**src/rtl/dmem_pkg.sv**
```systemverilog
// rtl/dmem_pkg.sv - shared types for the synchronous data memory
package dmem_pkg;

    typedef enum logic {
        READ_FIRST  = 1'b0,
        WRITE_FIRST = 1'b1
    } wr_mode_e;

    typedef enum logic {
        CLEAR = 1'b0,
        READY = 1'b1
    } dmem_state_e;

endpackage

```
**src/rtl/dmem_clear_seq.sv**
```systemverilog
// rtl/dmem_clear_seq.sv - post-reset zero-fill sequencer and CLEAR/READY state
module dmem_clear_seq
    import dmem_pkg::*;
#(
    parameter int DEPTH = 256
) (
    input  logic                     clk,
    input  logic                     reset,
    output logic                     busy,
    output logic                     clr_we,
    output logic [$clog2(DEPTH)-1:0] clr_addr
);

    localparam int CW = $clog2(DEPTH);
    localparam logic [CW-1:0] LAST = CW'(DEPTH - 1);

    dmem_state_e   state;
    logic [CW-1:0] cnt;

    // Counter parks on the last word so it never walks past DEPTH-1.
    always_ff @(posedge clk) begin
        if (reset) begin
            state <= CLEAR;
            cnt   <= '0;
        end else if (state == CLEAR) begin
            if (cnt == LAST) begin
                state <= READY;
            end else begin
                cnt <= cnt + 1'b1;
            end
        end
    end

    assign busy     = (state == CLEAR);
    assign clr_we   = busy;
    assign clr_addr = cnt;

endmodule

```
**src/rtl/dmem_sync.sv**
```systemverilog
// rtl/dmem_sync.sv - single-port synchronous data memory with zero-fill and pipelined reads
module dmem_sync
    import dmem_pkg::*;
#(
    parameter int       DATA_W  = 8,
    parameter int       ADDR_W  = 8,
    parameter int       DEPTH   = 256,
    parameter int       RD_LAT  = 1,
    parameter wr_mode_e WR_MODE = WRITE_FIRST
) (
    input  logic              clk,
    input  logic              reset,
    input  logic              mem_read,
    input  logic              mem_write,
    input  logic [ADDR_W-1:0] addr,
    input  logic [DATA_W-1:0] wr_data,
    output logic [DATA_W-1:0] data_out,
    output logic              rd_valid,
    output logic              busy,
    output logic              oob
);

    localparam int IW = $clog2(DEPTH);
    localparam logic [ADDR_W:0] DEPTH_EXT = (ADDR_W + 1)'(DEPTH);

    logic          clr_we;
    logic [IW-1:0] clr_addr;

    dmem_clear_seq #(
        .DEPTH (DEPTH)
    ) u_clear_seq (
        .clk      (clk),
        .reset    (reset),
        .busy     (busy),
        .clr_we   (clr_we),
        .clr_addr (clr_addr)
    );

    logic in_range;
    logic rd_acc;
    logic wr_acc;

    assign in_range = ({1'b0, addr} < DEPTH_EXT);
    assign rd_acc   = !busy && !reset && mem_read;
    assign wr_acc   = !busy && !reset && mem_write;

    logic [DATA_W-1:0] mem [DEPTH];
    logic              we;
    logic [IW-1:0]     waddr;
    logic [DATA_W-1:0] wdata;

    // Single write port: the clear sequence owns it while busy.
    always_comb begin
        we    = clr_we;
        waddr = clr_addr;
        wdata = '0;
        if (!clr_we && wr_acc && in_range) begin
            we    = 1'b1;
            waddr = addr[IW-1:0];
            wdata = wr_data;
        end
    end

    always_ff @(posedge clk) begin
        if (we) begin
            mem[waddr] <= wdata;
        end
    end

    logic [DATA_W-1:0] rd_word;

    always_comb begin
        rd_word = '0;
        if (in_range) begin
            if (WR_MODE == WRITE_FIRST && mem_write) begin
                rd_word = wr_data;
            end else begin
                rd_word = mem[addr[IW-1:0]];
            end
        end
    end

    logic              s1_rd;
    logic              s1_oob;
    logic [DATA_W-1:0] s1_data;

    always_ff @(posedge clk) begin
        if (reset) begin
            s1_rd   <= 1'b0;
            s1_oob  <= 1'b0;
            s1_data <= '0;
        end else begin
            s1_rd  <= rd_acc;
            s1_oob <= (rd_acc || wr_acc) && !in_range;
            if (rd_acc) begin
                s1_data <= rd_word;
            end
        end
    end

    generate
        if (RD_LAT == 2) begin : g_lat2
            logic              s2_rd;
            logic              s2_oob;
            logic [DATA_W-1:0] s2_data;

            always_ff @(posedge clk) begin
                if (reset) begin
                    s2_rd   <= 1'b0;
                    s2_oob  <= 1'b0;
                    s2_data <= '0;
                end else begin
                    s2_rd  <= s1_rd;
                    s2_oob <= s1_oob;
                    if (s1_rd) begin
                        s2_data <= s1_data;
                    end
                end
            end

            assign rd_valid = s2_rd;
            assign oob      = s2_oob;
            assign data_out = s2_data;
        end else begin : g_lat1
            assign rd_valid = s1_rd;
            assign oob      = s1_oob;
            assign data_out = s1_data;
        end
    endgenerate

endmodule

```
**config.mk**
```make
export PLATFORM = sky130hd
export DESIGN_NAME = dmem_sync
export DESIGN_NICKNAME = d
export VERILOG_FILES = /design/src/rtl/dmem_pkg.sv /design/src/rtl/dmem_clear_seq.sv /design/src/rtl/dmem_sync.sv
export SDC_FILE = /design/constraint.sdc
export NUM_CORES = 2
export LEC_CHECK = 0
export ABC_AREA = 1
export CORE_UTILIZATION = 55
export DETAILED_ROUTE_END_ITERATION = 8
export DONT_BUFFER_PORTS = 1
export MAX_ROUTING_LAYER = met4
export PLACE_DENSITY = 0.68
export RECOVER_POWER = 50
export SYNTH_ARGS = -nofsm -noshare
export SYNTH_HDL_FRONTEND = slang
export SYNTH_HIERARCHICAL = 1
export SYNTH_SLANG_ARGS = --single-unit
```
**constraint.sdc**
```tcl
create_clock -name clk -period 13.2 [get_ports clk]
set_clock_uncertainty 0.15 [all_clocks]
set_input_delay 2.64 -clock clk [delete_from_list [all_inputs] [get_ports clk]]
set_output_delay 2.64 -clock clk [all_outputs]
set_load 0.01 [all_outputs]
```
* Word-level counts from Yosys, hierarchy flattened
Memory sizes are Yosys's and may differ from the RTL's. A register that Yosys moved wholly into a read port is not among the register bits.
Index checks and enable logic that the tools add are counted.
Widths: inputs -> output; s select.
** Word-level totals
- Input port bits :: 20
- Bits in writable memories :: 2048
- Output and inout bits :: 11
- Register bits after elaboration :: 10
- Memories :: 1
- Word-level logic and storage cells :: 21
** Operators by class
- Eq/ne operators :: 1
- Reduce and logical (&&, ||, !) cells :: 6
- Bitwise logic cells :: 2
- Muxes and demuxes :: 7
- Add/subtract/negate cells :: 1
** Memories
- mem :: words 256, bits a word 8, rd ports 1, clocked after memory_dff 1, write ports 1, RTL line dmem_sync.sv:47 : logic [DATA_W-1:0] mem [DEPTH];
** Operators with widths (count)
- $mux 8 :: 2
- $add 8x1->8 const B :: 1
- $eq 8x8->1 const B :: 1
- $mux 1 :: 5
- $logic_and 1x1->1 :: 4
- $not 1->1 :: 2
- $reduce_and 2->1 :: 1
- $logic_not 1->1 :: 1

* Longest topological paths before layout
- Depth after elaboration :: 7
- Depth in mapped cells :: 17

* Modules after synthesis
The synthesis kept the hierarchy.
** By module, submodules not included
- dmem_sync :: seq. area each 61679.2 um^2, area an instance 83782.9 um^2, times used 1, cells an instance 7088
- dmem_clear_seq :: seq. area each 180.2 um^2, area an instance 494.2 um^2, times used 1, cells an instance 68

* Least setup slack after synthesis
OpenSTA, ideal clock, no wires.
- Path kind :: input to register
- Start point :: input port reset
- End point :: memory mem[0][0] (data pin)
- Stages :: 5
- Required time :: 11662 ps
- Path slack :: 2541 ps
- Arrival :: 9121 ps
- Buffers on the path :: 2
- Path through :: buf_4 > nor2_4 > nand3b_4 > buf_2 > nor2_1
** Between the ends
- Word-level cells in the longest chain between the ends :: 5
** RTL lines
- start: declaration :: RTL line dmem_sync.sv:12 : input logic reset,
- $logic_not 1->1 :: RTL line dmem_sync.sv:45 : assign wr_acc = !busy && !reset && mem_write;
- $logic_and 1x1->1 (2 in a row) :: RTL line dmem_sync.sv:45
- $logic_and 1x1->1 :: RTL line dmem_sync.sv:57 : if (!clr_we && wr_acc && in_range) begin
- $mux 8 :: RTL line dmem_sync.sv:57
- net wdata[0] :: RTL line dmem_sync.sv:50 : logic [DATA_W-1:0] wdata;
- end: declaration :: RTL line dmem_sync.sv:47
The timed path passes the listed nets, and every way through them passes these cells.

==> results.yml <==
timing:
  grt_setup_unrepaired: "no"
  setup_tns_ns: 0
  max_freq_ghz: 0.0881
  post-route-period-util: 0.860
  final.min_clock_period_ns: 11.35
  worst_slew_pin_slew_ns: 7.94
  hold_slack_ns: 0.377
  slew_headroom: -4.29
  slew_violations: 1929
  finalHoldViolCount: 0
  setup_viol: 0
global_routing:
  grt_util_all_layers: 0.301
  grt_pass1_wl_um: 339000
  grt_max_degree: 1027
  antenna_found_initial: 5
  grt_pass1_vias: 51500
  overflow: 0
worst_setup_path:
  cp_data_arrival_time_ns: 11.97
  critPathRequiredTime_ns: 13.82
  crit_fanout: 1026
  crit_end: "data_out[7]"
  rr_startpoint: "u_clear_seq/state"
  start_kind: "primary input"
  crit_type: "in -> reg"
  crit_start: "addr[0]"
  worstSetupEndpointType: "register"
  ff2ff_path_depth: 6
  r2r-end: "mem[253][1]"
  r2r_setup_slack_ns: 4.66
power_and_ir_drop:
  power_frac_seq: 0.529
  swShare: 0.214
  cellPowerDensity_nw_per_um2: 147
  ir_worst_vdd_uv: 155
  internal_power_w: 0.0106
  combPwrFrac: 0.049
  power_leakage_nw: 30.8
  switching_power_w: 0.00288
  clkPwrFrac: 0.422
routing:
  routed_wl_um: 229000
  dr.pass1.iters: 6
  initialDrtViolationCount: 8265
  vias: 55600
  drc: 0
  avgViaCountPerCell: 6.09
  ant_nets: 0
  wl_per_cell_um: 25.0
synthesis:
  ys_ff_latch: 2066
  synthTopCellsByArea: "edfxtp_1 73%, nand3_1 12%, nand2_1 9.5%, buf_2 2.0%, nor2_1 1.3%"
  netlist_area_um2: 84300
  synth_top_area_frac: 0.730
  synth_warnings: 6
  ys_seq_area_frac: 0.734
  syn_avg_cell_area_um2: 11.8
  synth_cells: 7156
  synth_enable_flop_cells: 2048
  synth.largest_area_cell: "edfxtp_1"
  ys_types: 32
  synth-async-reset-ratio: 0
  synth-main-ff-cell: "edfxtp_1"
  syn-num-nets: 7177
die:
  num_rows: 143
  die_w_um: 393
  coreArea_um2: 152000
  die_area_um2: 155000
  die_h_um: 393
  initial_core_util: 0.554
  ios: 31
layout:
  multi_input_area_um2: 19700
  nFillCells: 11900
  final_cells: 9122
  regArea_um2: 61900
  num-nets-final: 6942
  syn_to_final_growth_pct: 8.35
  drive_gt1_frac: 0.0490
  final_area_um2: 91300
  layout_common_cells: "2144 x nand2_1, 2048 x edfxtp_1, 2031 x nand3_1"
  final_common_cell: "nand2_1"
hold_path:
  hold_path.class: "reg -> reg"
  worstHoldStart: "u_clear_seq/clr_addr[5]"
clocking:
  cts-htree-levels: 4
  cts_buffer_depth: 3
  cts_setup_buffers: 0
  numCtsBuffers: 200
  worstSkewPairLatency_ns: 0.85
  clk_pin_slew_ns: 0.06
  cts_tree: "yes"
  postCtsHoldBufs: 0
  root_buffer: "clkbuf_16"
  clock_sinks: 2066
  cts_resized: 0
place:
  post-dp-hpwl_um: 119000
  dpl.cell_count: 8749
  place_congestion: 0.924
  portBuffers: 0
  place_area_um2: 85100
status:
  run_status: "finished with violations"
  violations: "capacitance limit, slew limit"
job:
  maxCapViolCount: 12
logic make-up (layout without fill, tap and decap cells):
group	count (synthesis)	in the layout	share of synthesized area
compound gates	33	33	0.00249
fa+ha+maj	1	1	0.000148
buf+inv	556	488	0.0311
flops	2066	2066	0.734
other cells	1	5	0.0000445
simple gates	4499	4499	0.232
state kept, by name, summed over array words and instances (netlist names):
| register | flops |
|---|---|
| mem | 2048 |
| data_out | 8 |
| u_clear_seq/clr_addr | 8 |
| rd_valid | 1 |
| u_clear_seq/state | 1 |
power by group through the flow:
stage	combinational (W)	clock (W)	sequential, W
floorplan	0.000473	0	0.00725
global placement	0.000566	0	0.00725
detailed placement	0.000573	0	0.00725
CTS	0.000576	0.00569	0.00711
global route	0.000639	0.00594	0.00711
finish	0.000665	0.00567	0.00711
cells in the mapped netlist, types with 4 or more instances:
cell type  instances
a21oi_1           25
buf_1             44
buf_2            331
buf_4             16
buf_6              8
clkbuf_1          92
dfxtp_1           18
edfxtp_1        2048
inv_1             57
inv_2              4
nand2_1         2143
nand2_2            9
nand3_1         2030
nor2_1           297
nor2_2             5
nor2_4             5
routing by layer:
layer / GRT usage / vias up / routed length (um)
li1: - / 24900 / -
met1: 0.423 / 27200 / 91500
met2: 0.436 / 3091 / 104000
met3: 0.0603 / 449 / 24400
met4: 0.111 / 0 / 8730
met5: - / - / 0
per-stage QoR:
step | utilization | total power (W) | setup slack [ns]
CTS | 0.602 | 0.0134 | 7.08
global route | 0.600 | 0.0137 | 3.33
floorplan | - | 0.00772 | 2.54
finish | 0.600 | 0.0134 | 1.85
global placement | 0.559 | 0.00782 | 6.32
detailed placement | 0.559 | 0.00782 | 6.28
worst min path at each step:
stage | endpoint | slack (ns) | cells past startpoint
after CTS | u_clear_seq/clr_addr[5] | 0.38 | 2
after global routing | u_clear_seq/clr_addr[5] | 0.39 | 2
after detailed placement | u_clear_seq/clr_addr[5] | 0.37 | 2
final | u_clear_seq/clr_addr[5] | 0.38 | 2
after global placement | u_clear_seq/clr_addr[5] | 0.37 | 2
after floorplan | data_out[0] | 0.34 | 2
final cells by class:
cell class                 instances  share of cell area
sequential                      2066               0.677
multi-input combinational       4534               0.216
clock buffer                     252              0.0582
tap                             2030              0.0278
clock inverter                   117              0.0123
timing repair buffer              54             0.00517
inverter                          65             0.00304
antenna                            4            0.000110
critical path, cell delays in order:
cell and delay (ns):
inv_16 3.18, buf_4 0.67, buf_4 0.75, nand2_1 0.11, nand3_1 0.10, nand3_1 0.10
nand3_1 0.12, nand3_1 0.14, nand3_1 0.35, nand3_1 0.20, nand2_1 0.15, nand2_1 0.07
nand3_1 0.07, nand2_1 0.06, a21oi_1 0.12
Note: power is estimated with default switching activity, not from simulation.
